===== src/rtl/seq_detect_pkg.sv =====
// seq_detect_pkg: shared limits, default pattern and fill-count type for the serial pattern detector.
package seq_detect_pkg;

   localparam int PAT_LEN_MIN = 2;
   localparam int PAT_LEN_MAX = 16;
   localparam int DEF_PAT_LEN = 5;
   localparam logic [DEF_PAT_LEN-1:0] DEF_PATTERN = 5'b11101;
   localparam int FILL_W = $clog2(PAT_LEN_MAX);

   // Sized for the widest legal pattern so every instance shares one type.
   typedef logic [FILL_W-1:0] fill_t;

   function automatic fill_t fill_next(input fill_t f, input fill_t full);
      return (f == full) ? full : f + 1'b1;
   endfunction

endpackage


===== src/rtl/sat_counter.sv =====
// sat_counter: saturating up-counter, one step per cycle with inc high.
module sat_counter #(
   parameter int CNT_W = 8
)(
   input  logic             clock,
   input  logic             reset,
   input  logic             inc,
   output logic [CNT_W-1:0] count
);

   logic [CNT_W-1:0] cnt_q, cnt_d;

   always_comb cnt_d = (inc && cnt_q != '1) ? cnt_q + 1'b1 : cnt_q;

   always_ff @(posedge clock or posedge reset)
      if (reset) cnt_q <= '0;
      else       cnt_q <= cnt_d;

   assign count = cnt_q;

endmodule


===== src/rtl/seq_detect_param.sv =====
// seq_detect_param: Mealy serial pattern detector with optional overlap.
// Define SEQ_DETECT_COUNT_EN to add the saturating match_count output.
module seq_detect_param
   import seq_detect_pkg::*;
#(
   parameter int PAT_LEN = DEF_PAT_LEN,
   parameter     PATTERN = DEF_PATTERN,
   parameter bit OVERLAP = 1'b1,
   parameter int CNT_W   = 8
)(
   input  logic             clock,
   input  logic             reset,
   input  logic             datain,
   input  logic             valid,
   input  logic             clear,
   output logic             dataout
`ifdef SEQ_DETECT_COUNT_EN
  ,output logic [CNT_W-1:0] match_count
`endif
);

   localparam int HW = PAT_LEN - 1;
   localparam logic [PAT_LEN-1:0] PAT = PAT_LEN'(PATTERN);
   localparam fill_t FULL = fill_t'(HW);

   generate
      if (PAT_LEN < PAT_LEN_MIN || PAT_LEN > PAT_LEN_MAX || (PATTERN >> PAT_LEN) != '0 || CNT_W < 1) begin : g_bad_cfg
         $error("seq_detect_param: illegal PAT_LEN/PATTERN/CNT_W configuration");
      end
   endgenerate

   logic [HW-1:0] hist_q, hist_d;
   fill_t         fill_q, fill_d;
   logic          take, hit;

   // A full window of history is required before any compare can count.
   always_comb begin
      take    = valid && !clear;
      hit     = ({hist_q, datain} == PAT) && (fill_q == FULL);
      dataout = take && hit && !reset;
      hist_d  = clear ? '0 : take ? HW'({hist_q, datain}) : hist_q;
      fill_d  = clear ? '0 : !take ? fill_q : (hit && !OVERLAP) ? '0 : fill_next(fill_q, FULL);
   end

   always_ff @(posedge clock or posedge reset)
      if (reset) begin
         hist_q <= '0;
         fill_q <= '0;
      end else begin
         hist_q <= hist_d;
         fill_q <= fill_d;
      end

`ifdef SEQ_DETECT_COUNT_EN
   sat_counter #(.CNT_W(CNT_W)) u_cnt (
      .clock (clock),
      .reset (reset),
      .inc   (dataout),
      .count (match_count)
   );
`endif

endmodule


===== config.mk =====
export PLATFORM = sky130hd
export DESIGN_NAME = seq_detect_param
export DESIGN_NICKNAME = d
export VERILOG_FILES = /design/src/rtl/seq_detect_pkg.sv /design/src/rtl/sat_counter.sv /design/src/rtl/seq_detect_param.sv
export SDC_FILE = /design/constraint.sdc
export NUM_CORES = 1
export LEC_CHECK = 0
export ABC_AREA = 1
export CAP_MARGIN = 10
export CORE_AREA = 3 3 40 42
export CTS_BUF_LIST = sky130_fd_sc_hd__clkbuf_2 sky130_fd_sc_hd__clkbuf_4 sky130_fd_sc_hd__clkbuf_8
export CTS_CLUSTER_SIZE = 25
export DETAILED_ROUTE_END_ITERATION = 8
export DIE_AREA = 0 0 43 45
export HOLD_SLACK_MARGIN = 0.1
export PLACE_DENSITY = 0.49
export SYNTH_ARGS = -nofsm -noshare
export SYNTH_HDL_FRONTEND = slang
export SYNTH_SLANG_ARGS = --single-unit

===== constraint.sdc =====
create_clock -name clock -period 1.4 [get_ports clock]
set_clock_uncertainty 0.05 [all_clocks]
set_input_delay 0.14 -clock clock [delete_from_list [all_inputs] [get_ports clock]]
set_output_delay 0.14 -clock clock [all_outputs]
set_load 0.05 [all_outputs]

==> metrics.txt, run 1 <==
# TYPE chip_impl_metric gauge
chip_impl_metric{name="post_synth_and_or_nand_nor_area_fraction",unit=""} 0.282
chip_impl_metric{name="htree_num_levels",unit=""} 1
chip_impl_metric{name="drc",unit=""} 0
chip_impl_metric{name="insertion_delay",unit="ns"} 0.26
chip_impl_metric{name="gate_count_of_the_mapped_netlist",unit=""} 51
chip_impl_metric{name="max_root_sink_buffers",unit=""} 2
chip_impl_metric{name="cp_num_buf_inv",unit=""} 2
chip_impl_metric{name="clock_sink_count",unit=""} 8
chip_impl_metric{name="postSynthAreaPerCell",unit="µm²"} 8.51
chip_impl_metric{name="synth-seq-cells",unit=""} 8
chip_impl_metric{name="core_area",unit="µm²"} 1280
chip_impl_metric{name="final_worst_setup_slack",unit="ns"} -0.116
chip_impl_metric{name="place.gp.congestion",unit=""} 0.777
chip_impl_info{name="critPathSlowestCell",value="sky130_fd_sc_hd__dfrtp_1"} 1
chip_impl_metric{name="mappedNetlistArea",unit="µm²"} 434
chip_impl_metric{name="max_cap_viol_count",unit=""} 0
chip_impl_metric{name="design.portCount",unit=""} 6
chip_impl_metric{name="clock_input_transition_at_the_sequential_cells_of_the_worst_setup_and_hold_paths",unit="ns"} 0.06
chip_impl_metric{name="final-max-slew-violation-count",unit=""} 0
chip_impl_metric{name="die-area",unit="µm²"} 1940
chip_impl_metric{name="final_min_period_over_clock_period",unit=""} 1.08
chip_impl_metric{name="swShare",unit=""} 0.252
chip_impl_metric{name="post-place-cells",unit=""} 76
chip_impl_info{name="synth_top_family_by_area",value="simple AND/OR/NAND/NOR gates"} 1
chip_impl_metric{name="powerDensity",unit="nW/µm²"} 807
chip_impl_metric{name="instances_no_fill",unit=""} 84
chip_impl_metric{name="grt_remaining_overflow",unit=""} 0
chip_impl_metric{name="viasPerCell",unit=""} 4.52
chip_impl_metric{name="maxClockFrequency",unit="MHz"} 660
chip_impl_metric{name="place_hpwl",unit="µm"} 672
chip_impl_metric{name="setup_viol",unit=""} 1
chip_impl_metric{name="fillerInstances",unit=""} 127
chip_impl_metric{name="preCtsSetupSlack",unit="ns"} 0.0593
chip_impl_metric{name="first_global_vias",unit=""} 347
chip_impl_metric{name="yosys.area_share.xor_xnor",unit=""} 0
chip_impl_metric{name="antenna_violating_nets_post_route",unit=""} 0
chip_impl_info{name="top_library_cells_by_usage_in_the_layout_fill_and_taps_aside",value="10 x sky130_fd_sc_hd__buf_4, 8 x sky130_fd_sc_hd__dfrtp_1, 7 x sky130_fd_sc_hd__nand2_1"} 1
chip_impl_metric{name="seq_power_share",unit=""} 0.473
chip_impl_metric{name="flow.area_growth_from_synthesis",unit="%"} 48.7
chip_impl_metric{name="detail_route.iter0.violations",unit=""} 11
chip_impl_metric{name="top_fanout_value_on_the_critical_path",unit=""} 2
chip_impl_metric{name="clockPowerShare",unit=""} 0.340
chip_impl_info{name="cts_tree",value="yes"} 1
chip_impl_info{name="crit_type",value="flip-flop to primary output"} 1
chip_impl_metric{name="endpoint_required_time_on_the_critical_path",unit="ns"} 1.21
chip_impl_metric{name="final_area",unit="µm²"} 646
chip_impl_metric{name="wl_met1",unit="µm"} 409
chip_impl_metric{name="synth_mux_area_frac",unit=""} 0
chip_impl_info{name="critical_path.startpoint_type",value="flip-flop"} 1
chip_impl_metric{name="final-hold-violation-count",unit=""} 0
chip_impl_info{name="dr.max_layer_used",value="met4"} 1
chip_impl_metric{name="overall_fraction_of_global_route_tracks_in_use",unit=""} 0.108
chip_impl_metric{name="grt_max_degree",unit=""} 9
chip_impl_metric{name="routed-wl-met2",unit="µm"} 387
chip_impl_info{name="critPathTopFamily",value="flip-flops"} 1
chip_impl_metric{name="share_of_the_yosys_chip_area_belonging_to_registers",unit=""} 0.461
chip_impl_metric{name="r2r_setup_slack",unit="ns"} 0.08
chip_impl_metric{name="synth.net_count",unit=""} 58
chip_impl_metric{name="drt-pass1-iter-count",unit=""} 4
chip_impl_metric{name="dpl_cell_area",unit="µm²"} 556
chip_impl_metric{name="synth_compound_gate_area_share",unit=""} 0.104
chip_impl_metric{name="power.switching",unit="W"} 0.000131
chip_impl_info{name="clk_root_buffer_cell",value="sky130_fd_sc_hd__clkbuf_4"} 1
chip_impl_metric{name="diodes",unit=""} 0
chip_impl_metric{name="nNetsFinal",unit=""} 78
chip_impl_metric{name="routedWlPerCell",unit="µm"} 10.3
chip_impl_metric{name="port_buffers",unit=""} 5
chip_impl_info{name="status",value="finished with violations"} 1
chip_impl_metric{name="critical_path_arrival",unit="ns"} 1.33
chip_impl_metric{name="total_power_after_layout",unit="W"} 0.000521
chip_impl_info{name="critical_path.endpoint_type",value="primary output"} 1
chip_impl_info{name="failed_checks",value="negative setup slack"} 1
chip_impl_info{name="cp_common_cell",value="sky130_fd_sc_hd__nor2_4"} 1
chip_impl_metric{name="cts_made_buffers",unit=""} 3
chip_impl_metric{name="initial_core_util",unit=""} 0.338
chip_impl_metric{name="synth.lib_cells_used.distinct",unit=""} 17
chip_impl_info{name="layout_commonest_cell",value="sky130_fd_sc_hd__buf_4"} 1
chip_impl_metric{name="chipHeight",unit="µm"} 45
chip_impl_info{name="worst_hold_path_type",value="input pin to asynchronous set/reset pin"} 1
chip_impl_metric{name="p_int",unit="W"} 0.000389
chip_impl_metric{name="power_leakage",unit="nW"} 0.308
chip_impl_metric{name="ctsHoldBuffers",unit=""} 0
chip_impl_metric{name="p_comb_frac",unit=""} 0.187
chip_impl_metric{name="worst_slew_pin_slew",unit="ns"} 0.309
chip_impl_metric{name="synth_fa_ha_area_frac",unit=""} 0.0576
chip_impl_info{name="cp_cell_sequence",value="inv_2 -> ha_4 -> nand2_4 -> nor2_4 -> nand3_2 -> nor2_4 -> buf_12"} 1
chip_impl_metric{name="worst_path_largest_cell_delay",unit="ns"} 0.38
chip_impl_metric{name="dr_wl_met3",unit="µm"} 58
chip_impl_metric{name="share_of_post_route_cells_with_drive_strength_above_1",unit=""} 0.406
chip_impl_info{name="rsz_0062_raised_after_global_routing",value="yes"} 1
chip_impl_metric{name="global_route_wire_length_before_repair",unit="µm"} 1440
chip_impl_metric{name="synth.yosys.warnings",unit=""} 0
chip_impl_metric{name="ir_drop",unit="mV"} 0.543
chip_impl_metric{name="timing.slew.headroom",unit=""} 0.794
chip_impl_metric{name="placement_rows",unit=""} 13
chip_impl_metric{name="wl",unit="µm"} 869
chip_impl_metric{name="grt_antenna_before_repair",unit=""} 0
chip_impl_metric{name="layout_min_cycle_time",unit="ns"} 1.52
chip_impl_metric{name="dr_total_vias",unit=""} 380
chip_impl_metric{name="die-width",unit="µm"} 43
==> power by group through the flow <==
| stage | Combinational, W | Clock [W] | Sequential (W) |
|---|---|---|---|
| floorplan | 0.0000341 | 0 | 0.000250 |
| global placement | 0.0000717 | 0 | 0.000249 |
| detailed placement | 0.0000721 | 0 | 0.000249 |
| CTS | 0.0000861 | 0.000187 | 0.000245 |
| global route | 0.000109 | 0.000195 | 0.000247 |
| finish | 0.0000974 | 0.000177 | 0.000246 |
==> flip-flops by register name, summed over array words and instances (netlist names) <==
name,cells
hist_q,4
fill_q,4
==> final timing paths <==
| kind | startpoint | endpoint | cells after the start |
|---|---|---|---|
| max | fill_q[1] | dataout | 7 |
| min | reset | hist_q[0] | 2 |
| max reg2reg | fill_q[0] | fill_q[2] | 8 |
| min reg2reg | hist_q[3] | hist_q[3] | 2 |
| max in group asynchronous | reset | fill_q[0] | 2 |
| min in group clock | datain | hist_q[0] | 3 |
==> per-stage QoR <==
| step | setup TNS (ns) | hold WS, ns | utilization |
|---|---|---|---|
| 6_report | -0.116 | 0.103 | 0.502 |
| 3_5_place_dp | 0 | 0.392 | 0.432 |
| 2_1_floorplan | 0 | -0.0943 | - |
| 4_1_cts | -0.187 | 0.111 | 0.477 |
| 5_1_grt | -0.194 | 0.143 | 0.502 |
| 3_3_place_gp | 0 | 0.391 | 0.432 |
==> metal layers <==
layer / GRT usage / vias to the layer above
met5: 0 / -
met4: 0.0542 / 0
met3: 0.0598 / 2
met2: 0.150 / 9
met1: 0.136 / 168
li1: - / 201
==> timing repair <==
action,4_1_cts,5_1_grt
buffers inserted,3,2
pin swaps,3,5
setup endpoints to repair,1,1
gates resized for setup,4,5
==> synth_stat cells <==
cell / number / area share
sky130_fd_sc_hd__nor2_2: 2 / 0.029
sky130_fd_sc_hd__o21ai_1: 1 / 0.012
sky130_fd_sc_hd__nand2_2: 2 / 0.029
sky130_fd_sc_hd__nand2_1: 7 / 0.061
sky130_fd_sc_hd__nand3_1: 5 / 0.058
sky130_fd_sc_hd__nand3_2: 1 / 0.023
sky130_fd_sc_hd__dfrtp_1: 8 / 0.46
sky130_fd_sc_hd__nand4_1: 1 / 0.014
sky130_fd_sc_hd__ha_1: 2 / 0.058
sky130_fd_sc_hd__o211ai_1: 1 / 0.017
sky130_fd_sc_hd__o21ai_0: 4 / 0.046
sky130_fd_sc_hd__nor2_4: 1 / 0.026
sky130_fd_sc_hd__o22ai_1: 2 / 0.029
sky130_fd_sc_hd__inv_2: 2 / 0.017
sky130_fd_sc_hd__inv_1: 9 / 0.078
sky130_fd_sc_hd__nor2_1: 2 / 0.017
sky130_fd_sc_hd__nand2_4: 1 / 0.026
==> logic make-up (layout without fill, tap and decap cells) <==
logic type                 count (synthesis)  after routing
and+or+nand+nor                           22             22
DFF                                        8              8
adders and majority gates                  2              2
AOI/OAI and AO/OA                          8              8
buffers and inverters                     11             29
==> area by class of cell <==
type / count / area [µm²] / share of cell area
Inverter: 11 / 41.3 / 0.0640
Multi-Input combinational cell: 32 / 228 / 0.353
Sequential cell: 8 / 200 / 0.310
Tap cell: 15 / 18.8 / 0.0291
Timing Repair Buffer: 15 / 135 / 0.209
Clock buffer: 3 / 22.5 / 0.0349
No activity file was read; power rests on OpenSTA's default activity.
==> run 2: changes to the inputs <==
--- a/config.mk
+++ b/config.mk
@@ -13,6 +13,7 @@
 export DETAILED_ROUTE_END_ITERATION = 8
 export DIE_AREA = 0 0 43 45
 export HOLD_SLACK_MARGIN = 0.1
+export MAX_ROUTING_LAYER = met4
 export PLACE_DENSITY = 0.49
 export SYNTH_ARGS = -nofsm -noshare
 export SYNTH_HDL_FRONTEND = slang
==> results of run 2 <==
Final layout, timing and power as in run 1 (identical DEF).
Main changes from that run: final weighted congestion in routability-driven placement 0.777 -> 0.787; overall routing resource usage 0.108 -> 0.112
==> run 3: changes to the inputs <==
--- a/config.mk
+++ b/config.mk
@@ -5,8 +5,7 @@
 export SDC_FILE = /design/constraint.sdc
 export NUM_CORES = 1
 export LEC_CHECK = 0
-export ABC_AREA = 1
-export CAP_MARGIN = 10
+export CAP_MARGIN = 0
 export CORE_AREA = 3 3 40 42
 export CTS_BUF_LIST = sky130_fd_sc_hd__clkbuf_2 sky130_fd_sc_hd__clkbuf_4 sky130_fd_sc_hd__clkbuf_8
 export CTS_CLUSTER_SIZE = 25
@@ -14,7 +13,7 @@
 export DIE_AREA = 0 0 43 45
 export HOLD_SLACK_MARGIN = 0.1
 export MAX_ROUTING_LAYER = met4
-export PLACE_DENSITY = 0.49
+export PLACE_DENSITY = 0.48
 export SYNTH_ARGS = -nofsm -noshare
 export SYNTH_HDL_FRONTEND = slang
 export SYNTH_SLANG_ARGS = --single-unit
==> run 3 against run 2 <==
Net effect: the run still ends with negative setup slack left; clock-buffer cell count is the same; worst hold slack improved by 0.013 ns; combinational power is 14% lower; critical path type unchanged; largest power group unchanged.
==> metrics.txt, run 3 <==
# TYPE chip_impl_metric gauge
chip_impl_metric{name="instances_no_fill",unit=""} 68
chip_impl_metric{name="power.switching",unit="W"} 0.000111
chip_impl_metric{name="antenna_violating_nets_post_route",unit=""} 0
chip_impl_metric{name="initial_core_util",unit=""} 0.329
chip_impl_metric{name="setup_viol",unit=""} 1
chip_impl_info{name="failed_checks",value="negative setup slack"} 1
chip_impl_metric{name="drt-pass1-iter-count",unit=""} 4
chip_impl_metric{name="drc",unit=""} 0
chip_impl_metric{name="place.gp.congestion",unit=""} 0.667
chip_impl_metric{name="design.portCount",unit=""} 6
chip_impl_metric{name="yosys.area.top_type_share",unit=""} 0.473
chip_impl_metric{name="flow.area_growth_from_synthesis",unit="%"} 38.8
chip_impl_info{name="crit_type",value="flip-flop to primary output"} 1
chip_impl_metric{name="grt_antenna_before_repair",unit=""} 0
chip_impl_metric{name="postSynthAreaPerCell",unit="µm²"} 10.8
chip_impl_info{name="cp_cell_sequence",value="inv_1 -> ha_2 -> nand3b_1 -> nor3_4 -> buf_12"} 1
chip_impl_metric{name="placement_rows",unit=""} 13
chip_impl_metric{name="critical_path_arrival",unit="ns"} 1.34
chip_impl_metric{name="top_fanout_value_on_the_critical_path",unit=""} 2
chip_impl_metric{name="share_of_the_yosys_chip_area_belonging_to_registers",unit=""} 0.473
chip_impl_metric{name="overall_fraction_of_global_route_tracks_in_use",unit=""} 0.103
chip_impl_info{name="dominantRegCellSynth",value="sky130_fd_sc_hd__dfrtp_1"} 1
chip_impl_info{name="critical_path.startpoint_type",value="flip-flop"} 1
chip_impl_metric{name="final_worst_setup_slack",unit="ns"} -0.133
chip_impl_metric{name="swShare",unit=""} 0.224
chip_impl_info{name="worst_hold_path_type",value="input pin to asynchronous set/reset pin"} 1
chip_impl_metric{name="synth-seq-cells",unit=""} 8
chip_impl_info{name="synth_commonest_cells",value="8 x sky130_fd_sc_hd__dfrtp_1, 6 x sky130_fd_sc_hd__nor2_1, 5 x sky130_fd_sc_hd__mux2i_1, 3 x sky130_fd_sc_hd__inv_1"} 1
chip_impl_metric{name="maxClockFrequency",unit="MHz"} 652
chip_impl_metric{name="max_root_sink_buffers",unit=""} 2
chip_impl_metric{name="endpoint_required_time_on_the_critical_path",unit="ns"} 1.21
chip_impl_metric{name="insertion_delay",unit="ns"} 0.24
chip_impl_metric{name="final_min_period_over_clock_period",unit=""} 1.09
chip_impl_metric{name="synth.net_count",unit=""} 46
chip_impl_metric{name="powerDensity",unit="nW/µm²"} 843
chip_impl_metric{name="timing.slew.headroom",unit=""} 0.806
chip_impl_metric{name="multi_input_comb_area",unit="µm²"} 214
chip_impl_metric{name="p_comb_frac",unit=""} 0.169
chip_impl_metric{name="clockPowerShare",unit=""} 0.334
chip_impl_metric{name="area.sequential",unit="µm²"} 200
chip_impl_metric{name="diodes",unit=""} 0
chip_impl_metric{name="fillerInstances",unit=""} 121
chip_impl_info{name="top_library_cells_by_usage_in_the_layout_fill_and_taps_aside",value="8 x sky130_fd_sc_hd__dfrtp_1, 8 x sky130_fd_sc_hd__buf_4, 6 x sky130_fd_sc_hd__nor2_1"} 1
chip_impl_metric{name="worst_slew_pin_slew",unit="ns"} 0.291
chip_impl_metric{name="final-hold-violation-count",unit=""} 0
chip_impl_info{name="synth.largest_area_cell",value="sky130_fd_sc_hd__dfrtp_1"} 1
chip_impl_metric{name="htree_num_levels",unit=""} 1
chip_impl_info{name="critPathSlowestCell",value="sky130_fd_sc_hd__dfrtp_1"} 1
chip_impl_metric{name="nNetsFinal",unit=""} 62
chip_impl_metric{name="port_buffers",unit=""} 5
chip_impl_metric{name="cts_made_buffers",unit=""} 3
chip_impl_info{name="biggestRegsByFlops",value="fill_q: 4 flops, hist_q: 4 flops"} 1
chip_impl_metric{name="dr_total_vias",unit=""} 338
chip_impl_metric{name="layout_min_cycle_time",unit="ns"} 1.53
chip_impl_metric{name="synth.lib_cells_used.distinct",unit=""} 19
chip_impl_metric{name="fin_tns_setup",unit="ns"} -0.133
chip_impl_metric{name="p_int",unit="W"} 0.000384
chip_impl_metric{name="die-width",unit="µm"} 43
chip_impl_metric{name="worst_path_largest_cell_delay",unit="ns"} 0.38
chip_impl_metric{name="grt_remaining_overflow",unit=""} 0
chip_impl_metric{name="post-place-cells",unit=""} 60
chip_impl_metric{name="chipHeight",unit="µm"} 45
chip_impl_info{name="critPathTopFamily",value="flip-flops"} 1
chip_impl_info{name="synth.most_common_cell",value="sky130_fd_sc_hd__dfrtp_1"} 1
chip_impl_metric{name="cp_num_buf_inv",unit=""} 2
chip_impl_info{name="cts_tree",value="yes"} 1
chip_impl_metric{name="final-max-slew-violation-count",unit=""} 0
chip_impl_metric{name="mappedNetlistArea",unit="µm²"} 423
chip_impl_metric{name="share_of_post_route_cells_with_drive_strength_above_1",unit=""} 0.340
chip_impl_metric{name="routedWlPerCell",unit="µm"} 12.6
chip_impl_info{name="rsz_0062_raised_after_global_routing",value="yes"} 1
chip_impl_metric{name="wl",unit="µm"} 855
chip_impl_metric{name="gate_count_of_the_mapped_netlist",unit=""} 39
chip_impl_metric{name="async_reset_ff_frac",unit=""} 1.00
chip_impl_metric{name="detail_route.iter0.violations",unit=""} 8
chip_impl_metric{name="viasPerCell",unit=""} 4.97
chip_impl_metric{name="ir_drop",unit="mV"} 0.432
chip_impl_metric{name="place_hpwl",unit="µm"} 612
chip_impl_metric{name="global_route_wire_length_before_repair",unit="µm"} 1370
chip_impl_info{name="clk_root_buffer_cell",value="sky130_fd_sc_hd__clkbuf_4"} 1
chip_impl_metric{name="synth.yosys.warnings",unit=""} 0
chip_impl_metric{name="grt_max_degree",unit=""} 11
chip_impl_metric{name="max_cap_viol_count",unit=""} 0
chip_impl_metric{name="power_leakage",unit="nW"} 0.291
chip_impl_metric{name="final_area",unit="µm²"} 587
chip_impl_metric{name="first_global_vias",unit=""} 317
chip_impl_metric{name="core_area",unit="µm²"} 1280
chip_impl_metric{name="die-area",unit="µm²"} 1940
chip_impl_metric{name="synth_enable_flop_cells",unit=""} 0
chip_impl_metric{name="clock_input_transition_at_the_sequential_cells_of_the_worst_setup_and_hold_paths",unit="ns"} 0.05
chip_impl_metric{name="clock_sink_count",unit=""} 8
chip_impl_info{name="status",value="finished with violations"} 1
chip_impl_info{name="ys_top_cells_by_area",value="sky130_fd_sc_hd__dfrtp_1 47%, sky130_fd_sc_hd__mux2i_1 12%, sky130_fd_sc_hd__ha_1 5.9%, sky130_fd_sc_hd__nor2_1 5.3%, sky130_fd_sc_hd__buf_6 2.7%"} 1
chip_impl_metric{name="dpl_cell_area",unit="µm²"} 519
chip_impl_metric{name="seq_power_share",unit=""} 0.497
chip_impl_info{name="critical_path.endpoint_type",value="primary output"} 1
[run 3: cell count changes after synthesis, moves of 2 or more]
cell                      previous run  this run
sky130_fd_sc_hd__nor3_1              0         2
sky130_fd_sc_hd__inv_2               2         0
sky130_fd_sc_hd__nand2_1             7         0
sky130_fd_sc_hd__mux2i_1             0         5
sky130_fd_sc_hd__inv_1               9         3
sky130_fd_sc_hd__nor2_2              2         0
sky130_fd_sc_hd__nor2_1              2         6
sky130_fd_sc_hd__o21ai_0             4         0
sky130_fd_sc_hd__nand3_1             5         0
sky130_fd_sc_hd__nand2_2             2         0
sky130_fd_sc_hd__o22ai_1             2         0
[run 3: worst paths after layout]
check	startpoint	to	depth (start not counted)	slack, ns
max	fill_q[0]	dataout	5	-0.13
min	reset	fill_q[0]	2	0.12
max reg2reg	fill_q[0]	fill_q[2]	5	0.02
min reg2reg	hist_q[3]	hist_q[3]	2	0.48
max in group asynchronous	reset	hist_q[1]	2	0.96
min in group clock	hist_q[3]	hist_q[3]	2	0.48
[run 3: cell families after synthesis]
kind of cell             share of synthesized area
flip-flops                                   0.473
multiplexers                                 0.145
AO/OA/AOI/OAI                               0.0503
buffers and inverters                       0.0651
adder cells (fa/ha/maj)                     0.0592
AND/OR/NAND/NOR                              0.207
[run 3: power groups by stage]
stage	registers, W	logic [W]	clock network [W]
after global placement	0.000252	0.0000595	0
after global routing	0.000246	0.0000913	0.000186
after floorplan	0.000250	0.0000390	0
final	0.000246	0.0000834	0.000166
after detailed placement	0.000252	0.0000614	0
after CTS	0.000245	0.0000787	0.000175
[run 3: area by class of cell]
cell class / count / share of cell area
multi-input combinational: 26 / 0.365
inverter: 3 / 0.0192
sequential: 8 / 0.341
clock buffer: 3 / 0.0384
tap: 15 / 0.0320
timing repair buffer: 13 / 0.205
[run 3: stage by stage]
| step | power (W) | setup WS [ns] | util | hold slack, ns |
|---|---|---|---|---|
| 4_1_cts | 0.000499 | -0.200 | 0.447 | 0.117 |
| 3_5_place_dp | 0.000314 | -0.0324 | 0.404 | 0.383 |
| 6_report | 0.000495 | -0.133 | 0.457 | 0.116 |
| 5_1_grt | 0.000524 | -0.219 | 0.457 | 0.144 |
| 3_3_place_gp | 0.000311 | -0.0328 | 0.404 | 0.371 |
| 2_1_floorplan | 0.000289 | 0.0301 | - | -0.0943 |
[run 3: repair_timing]
action	4_1_cts	5_1_grt
pin swaps	2	2
hold buffers	0	0
endpoints found under the setup margin	1	2
setup buffers	4	1
gates resized for setup	1	2
[run 3: layer usage]
metal,global-route usage,part of all wire,up-vias
li1,-,-,165
met1,0.115,0.47,167
met2,0.156,0.50,6
met3,0.0279,0.032,0
met4,0.0843,0,0
met5,-,0,-
[run 3: worst register-to-register path, cell delays in order, from the launching register on]
cell and delay (ns):
sky130_fd_sc_hd__dfrtp_1 0.38, sky130_fd_sc_hd__buf_4 0.14, sky130_fd_sc_hd__buf_4 0.13, sky130_fd_sc_hd__ha_1 0.21, sky130_fd_sc_hd__and3_2 0.20, sky130_fd_sc_hd__a211oi_2 0.18
